[config.mk]
export PLATFORM = sky130hd
export DESIGN_NAME = servo_slew_ctrl
export DESIGN_NICKNAME = d
export VERILOG_FILES = /design/src/rtl/servo_slew_ctrl.sv
export SDC_FILE = /design/constraint.sdc
export NUM_CORES = 1
export LEC_CHECK = 0
export BUFFER_PORTS_ARGS = -buffer_cell sky130_fd_sc_hd__buf_2
export CAP_MARGIN = 10
export CORE_ASPECT_RATIO = 0.8
export CORE_MARGIN = 5
export CORE_UTILIZATION = 59
export CTS_CLUSTER_DIAMETER = 200
export DETAILED_ROUTE_END_ITERATION = 7
export PLACE_DENSITY = 0.79
export SLEW_MARGIN = 20
export SYNTH_ARGS = -nofsm -noshare
export SYNTH_HDL_FRONTEND = slang
export SYNTH_SLANG_ARGS = --single-unit
[constraint.sdc]
create_clock -name clk -period 7.22 [get_ports clk]
set_clock_uncertainty 0.1 [all_clocks]
set_input_delay 1.444 -clock clk [delete_from_list [all_inputs] [get_ports clk]]
set_output_delay 1.444 -clock clk [all_outputs]
set_load 0.005 [all_outputs]
[src/rtl/servo_slew_ctrl.sv]
// servo_slew_ctrl: accepts target pulse widths over valid/ready and slews angle toward them by at most STEP per frame.
// Optional feature macro SERVO_SLEW_CLAMP_EN clamps accepted commands into [MIN_WIDTH, MAX_WIDTH].
module servo_slew_ctrl #(
  parameter int unsigned FRAME_CYCLES = 2_000_000,
  parameter int unsigned STEP         = 500,
  parameter int unsigned MIN_WIDTH    = 50_000,
  parameter int unsigned MAX_WIDTH    = 250_000,
  parameter int unsigned INIT_WIDTH   = 150_000
) (
  input  logic        clk,
  input  logic        rst_n,
  input  logic        enable,
  input  logic        cmd_valid,
  output logic        cmd_ready,
  input  logic [23:0] cmd_angle,
  input  logic        abort,
  output logic [23:0] angle,
  output logic        en,
  output logic        frame_tick,
  output logic        busy,
  output logic        done,
  output logic        clamped
);

  localparam int unsigned CNT_W = (FRAME_CYCLES > 32'd1) ? $clog2(FRAME_CYCLES) : 32'd1;
  localparam logic [CNT_W-1:0] CNT_LAST = CNT_W'(FRAME_CYCLES - 32'd1);
  localparam logic [23:0] MIN_W   = 24'(MIN_WIDTH);
  localparam logic [23:0] MAX_W   = 24'(MAX_WIDTH);
  localparam logic [23:0] STEP_W  = 24'(STEP);
  localparam logic [24:0] STEP_25 = 25'(STEP);

  function automatic logic [23:0] clamp_width(input logic [23:0] w);
    logic [23:0] r;
    if (w < MIN_W) begin
      r = MIN_W;
    end else if (w > MAX_W) begin
      r = MAX_W;
    end else begin
      r = w;
    end
    return r;
  endfunction

  // A misconfigured INIT_WIDTH must never park the servo outside its mechanical range.
  localparam logic [23:0] INIT_W = clamp_width(24'(INIT_WIDTH));

  typedef enum logic {
    IDLE = 1'b0,
    SLEW = 1'b1
  } state_t;

  state_t            state_q, state_d;
  logic [CNT_W-1:0]  cnt_q, cnt_d;
  logic              tick_q, tick_d;
  logic [23:0]       angle_q, angle_d;
  logic [23:0]       target_q, target_d;
  logic              ready_q, ready_d;
  logic              en_q, en_d;
  logic              done_q, done_d;
  logic              clamped_q, clamped_d;

  logic [23:0]        cmd_load_s;
  logic               cmd_clip_s;
  logic               accept_s;
  logic signed [24:0] diff_s;
  logic [24:0]        mag_s;

`ifdef SERVO_SLEW_CLAMP_EN
  // Command conditioning: out-of-range targets are pulled to the nearest legal width.
  always_comb begin
    cmd_load_s = clamp_width(cmd_angle);
    cmd_clip_s = (cmd_angle < MIN_W) || (cmd_angle > MAX_W);
  end
`else
  // Command conditioning: targets pass through untouched.
  always_comb begin
    cmd_load_s = cmd_angle;
    cmd_clip_s = 1'b0;
  end
`endif

  // Next-state, frame counter and slew arithmetic.
  always_comb begin
    cnt_d     = (cnt_q == CNT_LAST) ? '0 : cnt_q + CNT_W'(1);
    tick_d    = (cnt_q == CNT_LAST);
    en_d      = enable;
    state_d   = state_q;
    angle_d   = angle_q;
    target_d  = target_q;
    done_d    = 1'b0;
    clamped_d = 1'b0;
    accept_s  = cmd_valid & ready_q;
    diff_s    = $signed({1'b0, target_q}) - $signed({1'b0, angle_q});
    mag_s     = diff_s[24] ? $unsigned(-diff_s) : $unsigned(diff_s);

    case (state_q)
      IDLE: begin
        if (accept_s) begin
          target_d  = cmd_load_s;
          clamped_d = cmd_clip_s;
          if (cmd_load_s != angle_q) begin
            state_d = SLEW;
          end else begin
            state_d = IDLE;
            done_d  = 1'b1;
          end
        end else begin
          state_d = IDLE;
        end
      end
      SLEW: begin
        // abort beats a coincident tick so the servo freezes exactly where it is.
        if (abort) begin
          target_d = angle_q;
          state_d  = IDLE;
        end else if (tick_q && enable) begin
          if (mag_s <= STEP_25) begin
            angle_d = target_q;
            state_d = IDLE;
            done_d  = 1'b1;
          end else if (diff_s[24]) begin
            angle_d = angle_q - STEP_W;
          end else begin
            angle_d = angle_q + STEP_W;
          end
        end else begin
          state_d = SLEW;
        end
      end
      default: begin
        state_d = IDLE;
      end
    endcase

    ready_d = (state_d == IDLE);
  end

  // State and output registers with synchronous active-low reset.
  always_ff @(posedge clk) begin
    if (!rst_n) begin
      state_q   <= IDLE;
      cnt_q     <= '0;
      tick_q    <= 1'b0;
      angle_q   <= INIT_W;
      target_q  <= INIT_W;
      ready_q   <= 1'b0;
      en_q      <= 1'b0;
      done_q    <= 1'b0;
      clamped_q <= 1'b0;
    end else begin
      state_q   <= state_d;
      cnt_q     <= cnt_d;
      tick_q    <= tick_d;
      angle_q   <= angle_d;
      target_q  <= target_d;
      ready_q   <= ready_d;
      en_q      <= en_d;
      done_q    <= done_d;
      clamped_q <= clamped_d;
    end
  end

  assign cmd_ready  = ready_q;
  assign angle      = angle_q;
  assign en         = en_q;
  assign frame_tick = tick_q;
  assign busy       = (state_q == SLEW);
  assign done       = done_q;
  assign clamped    = clamped_q;

endmodule

Yosys cells after proc, flatten, opt, wreduce, memory -nomap -nowiden

Index checks and enable logic that the tools add are counted.
Widths: inputs -> output; s select.

Output and inout bits: 30
Bits in registers: 74
Word-level logic and storage cells: 45
Input port bits: 29

Muxes and demuxes: 18
Bitwise operators: 5
Add/sub/neg operators: 5
Magnitude comparators: 1
Reduce and logical (&&, ||, !) cells: 4
Equality and inequality tests: 4

Operator list:

| operator              | number |
|---|---|
| $mux 24               | 4 |
| $pmux 24 s2           | 1 |
| $le 25x9->1 const B   | 1 |
| $mux 25               | 1 |
| $neg 25->25           | 1 |
| $sub 24x24->25        | 1 |
| $add 24x9->24 const B | 1 |
| $ne 24x24->1          | 1 |
| $sub 24x9->24 const B | 1 |
| $add 21x1->21 const B | 1 |
| $eq 21x21->1 const B  | 1 |
| $mux 1                | 10 |
| $ne 2x2->1 const B    | 2 |
| $not 1->1             | 4 |
| $pmux 1 s2            | 2 |
| $reduce_and 3->1      | 1 |
| $reduce_and 2->1      | 1 |
| $reduce_or 2->1       | 1 |
| $and 1x1->1           | 1 |
| $logic_and 1x1->1     | 1 |

Longest topological paths before layout

Word-level depth: 9
Gate-level depth with buffers: 25
Gate-level depth less buffers: 24

Least setup slack after synthesis

Ideal clock, no wire load.

Kind: flip-flop to flip-flop
Start: register angle_q[0], in the netlist angle[0]
End: register angle_q[23], in the netlist angle[23]
Cell stages (with the launch flop): 24
Clock period less this slack: 5735 ps
Data arrival time: 5516 ps
Buffers on the path: 2
Slack: 1485 ps
Library setup time: 120 ps
Cell sequence: dfxtp_1 > ha_1 > fa_1 > nand2b_1 > a21o_1 > a211oi_2 > a2111oi_2 > nor2_1 > a311o_1 > buf_2 > clkbuf_1 > ha_1 > a21oi_1 > o21ai_0 > a2111oi_0 > o31ai_1 > nand4_1 > and3b_1 > o21bai_1 > a21o_1 > a21oi_1 > mux2i_1 > a2111oi_0 > a211o_1

Cells in the longest elaborated chain, start to end: 5
Elaborated cells between the ends (all ways): 8

RTL lines:

| what                     | line | RTL |
|---|---|---|
| start: declaration       | 55   | `logic [23:0] angle_q, angle_d;` |
| start signal: assignment | 154  | `angle_q <= angle_d;` |
| $sub 24x24->25           | 93   | `diff_s = $signed({1'b0, target_q}) - $signed({1'b0, angle_q});` |
| $neg 25->25              | 94   | `mag_s = diff_s[24] ? $unsigned(-diff_s) : $unsigned(diff_s);` |
| $mux 25                  | 94   |  |
| $le 25x9->1              | 117  | `if (mag_s <= STEP_25) begin` |
| $mux 24 (*)              | 117  |  |

Mark *: on every way between the ends. The rest lies on a longest branch, timed or not.
A chain may end at the register's enable or synchronous reset.

Worst setup path after layout

Ends and elaborated chain as after synthesis.

==> metrics.txt <==
average detailed-routed wire length per instance=18.5 um; Clk Latency, worst-skew pair=between 0.3 and 0.4 ns; Fin Setup TNS=0 ns; Die ar.=13700 um^2; chain of cells forming the critical path=ha_1 > fa_1 > nand2b_1 > a21o_1 > a211oi_2 > a2111oi_2 > nor2_1 > a311o_1 > inv_2 > ha_1 > a21o_1 > a21oi_1 > o21ai_0 > a2111oi_0 > o31ai_1 > nand4_1 > and3b_1 > o21bai_1 > a21o_1 > a21oi_1 > mux2i_1 > a2111oi_0 > a211o_1; critical path launch point type=register; DP HPWL=14800 um; horizontal die dimension=~130 um; Cell Area, Synth=between 6000 and 7000 um^2; leading cell types by total area after synthesis=dfxtp_1, ha_1, mux2i_1, xor2_1, xnor2_1; cells after synthesis=863; clock tree from TritonCTS=yes; critical path arrival=6.62 ns; Max Root-Sink Buffers=2; floorplan core area=approximately 11000 um^2; depth of the worst register-to-register path=23; min cycle time layout=6.49 ns; dominant cell type by area after synthesis=dfxtp_1; pin count of the biggest net entering global routing=49; Max Clk Rate=~150 MHz; async set-or-reset flop fraction in the synthesized netlist=0; Pwr per Cell Area=240 nW/um^2; Final WS setup=0.732 ns; sequential share of the synthesized area=0.220; logic depth of the worst setup path including buffers=23; worst setup slack before clock tree synthesis=0.823 ns; Buffers on Ports=57; max-slew violation count=0; count of cells along the worst hold path=1; std cell rows=34; detailed-route vias per instance=6.46; total of flip-flops plus latches after synthesis=between 70 and 80; cell type of the slowest stage on the worst timing path=a2111oi_0; Crit Path Max Fanout=8; area share of the largest cell type after synthesis=0.220; compound-gate portion of the synthesized area=0.237; result of the run=finished, final reports clean; routability congestion estimate=0.950; initial antenna violation count=0; Synth Area in Simple Gates=0.242; net count after synthesis=940; remaining antenna violation count=0; count of hold-fix buffers inserted at cts=0; count of pins on the block boundary=59; leakage power figure=0.00319 uW; required time of the critical path=~7.4 ns; vias in the first global route=6441; cell with the most instances after synthesis=dfxtp_1; net count of the finished layout=approximately 980; Buf+Inv Stages, Crit Path=1; clock buffer count from CTS=9; worst vdd rail ir drop=156 uV; most repeated library cell on the critical path=a21o_1; category of the worst setup path capture point=register; clock slew at reported path FFs=around 0.06 ns; number of detailed-routing iterations run before antenna repair=6; cell family with the largest share of critical-path delay=compound AO/OA/AOI/OAI gates; number of unique standard cell types used by synthesis=86; xor/xnor share of the synthesized area=0.0933; drc violations=0; number of non-filler instances in the completed layout=1051; layout cell share with drive strength beyond 1=0.121; final critical-path share of the clock period=0.899; RSZ-0062 raised after global routing=no; H-Tree Level Count=3; Total Routing Usage GR=0.287; class of the most critical hold timing path=register to register; global route total overflow=0; worst slew margin relative to its limit=0.267; via total after detailed routing=6793; Critical Setup Path Class=register to register; most numerous cell types in the synthesized netlist=dfxtp_1, nor2_1, nand2_1; Routed WL=19400 um; number of enable-type register cells in the synthesized netlist=0; endpoints failing hold=0; Top FF cell, synth=dfxtp_1; ANT cells=0; post-CTS repair timing setup buffer count=0; synthesized area divided by synthesized cell count=7.81 um^2; max-cap violation count=0; number of placed instances, taps included=1035; post-synthesis to final-layout area growth=9.31%; final setup fails=0; buffer type at the clock tree root=clkbuf_16; adder and majority cell fraction of the synthesized area=0.0913; PostCTS Resize Cnt=0; global-route wire length before repair=32300 um; YS warnings=0; share of cell area taken by muxes after synthesis=0.0688; DR iter-0 viols=713; transition time at the pin with the least slew margin=1.09 ns; starting utilization of the core area=0.612; clock sink count=74; Die Y-Extent=~110 um; dominant combinational cell family by area after synthesis=simple AND/OR/NAND/NOR gates; crit-path max cell delay=around 0.55 ns
[power breakdown]
| part | total, uW | internal (uW) | switching, uW |
|---|---|---|---|
| clock | 435 | 244 | 190 |
| combinational | 898 | 365 | 533 |
| sequential | 437 | 422 | 14.7 |
[worst paths after layout]
| kind | start | end | slack (ns) |
|---|---|---|---|
| worst max-delay path | angle[0] | angle[23] | 0.73 |
| worst min-delay path | cnt_q[0] | cnt_q[0] | 0.39 |
| worst max register to register | angle[0] | angle[23] | 0.73 |
| worst min register to register | cnt_q[0] | cnt_q[0] | 0.39 |
[kinds of logic after synthesis]
family,after synthesis
buffers and inverters,74
DFF,74
other,1
adders and majority gates,48
AOI/OAI and AO/OA,233
and+or+nand+nor,317
xor gates and xnor gates,71
muxes,45
[placed cells by master (no fill, tap or decap), drive strengths merged, types with 18 or more instances in the layout]
| cell type | synthesis | final |
|---|---|---|
| a211oi | 26 | 26 |
| nand2b | 19 | 19 |
| nor2 | 73 | 73 |
| o21ai | 45 | 45 |
| dfxtp | 74 | 74 |
| xor2 | 37 | 37 |
| mux2i | 40 | 40 |
| a21oi | 57 | 57 |
| nand3 | 30 | 30 |
| xnor2 | 34 | 34 |
| ha | 46 | 46 |
| nand2 | 71 | 71 |
| inv | 38 | 40 |
| nor3 | 19 | 19 |
| buf | 14 | 64 |
| nand4 | 18 | 18 |
[stage by stage]
stage          power [uW]   util  hold WS (ns)  instance area [um^2]
6_report             1770  0.669         0.388                  7370
5_1_grt              1890  0.669         0.413                  7370
4_1_cts              1750  0.669         0.393                  7370
3_5_place_dp         1310  0.644         0.378                  7090
3_3_place_gp         1290  0.644         0.351                  7090
2_1_floorplan        1130      -         0.338                  6740
[sequential cells by signal (all words and copies together), names as in the netlist]
signal      flops
angle          24
target_q       24
cnt_q          21
busy            1
cmd_ready       1
done            1
en              1
frame_tick      1
[routing by layer]
metal | vias to the layer above | global-route usage | share of wire
met5 | - | 0 | 0
met4 | 0 | 0.0920 | 0.027
met3 | 41 | 0.0511 | 0.080
met2 | 308 | 0.442 | 0.44
met1 | 3177 | 0.408 | 0.45
li1 | 3267 | - | -
[area by class of cell]
class | count | area [um^2]
inverters | 38 | 143
clock buffers | 11 | 243
repair buffers | 64 | 338
well taps | 144 | 180
clock inverters | 5 | 37.5
flip-flops and latches | 74 | 1480
fillers | 941 | 3650
multi-input cells | 715 | 4950
No activity file was read; power rests on OpenSTA's default activity.
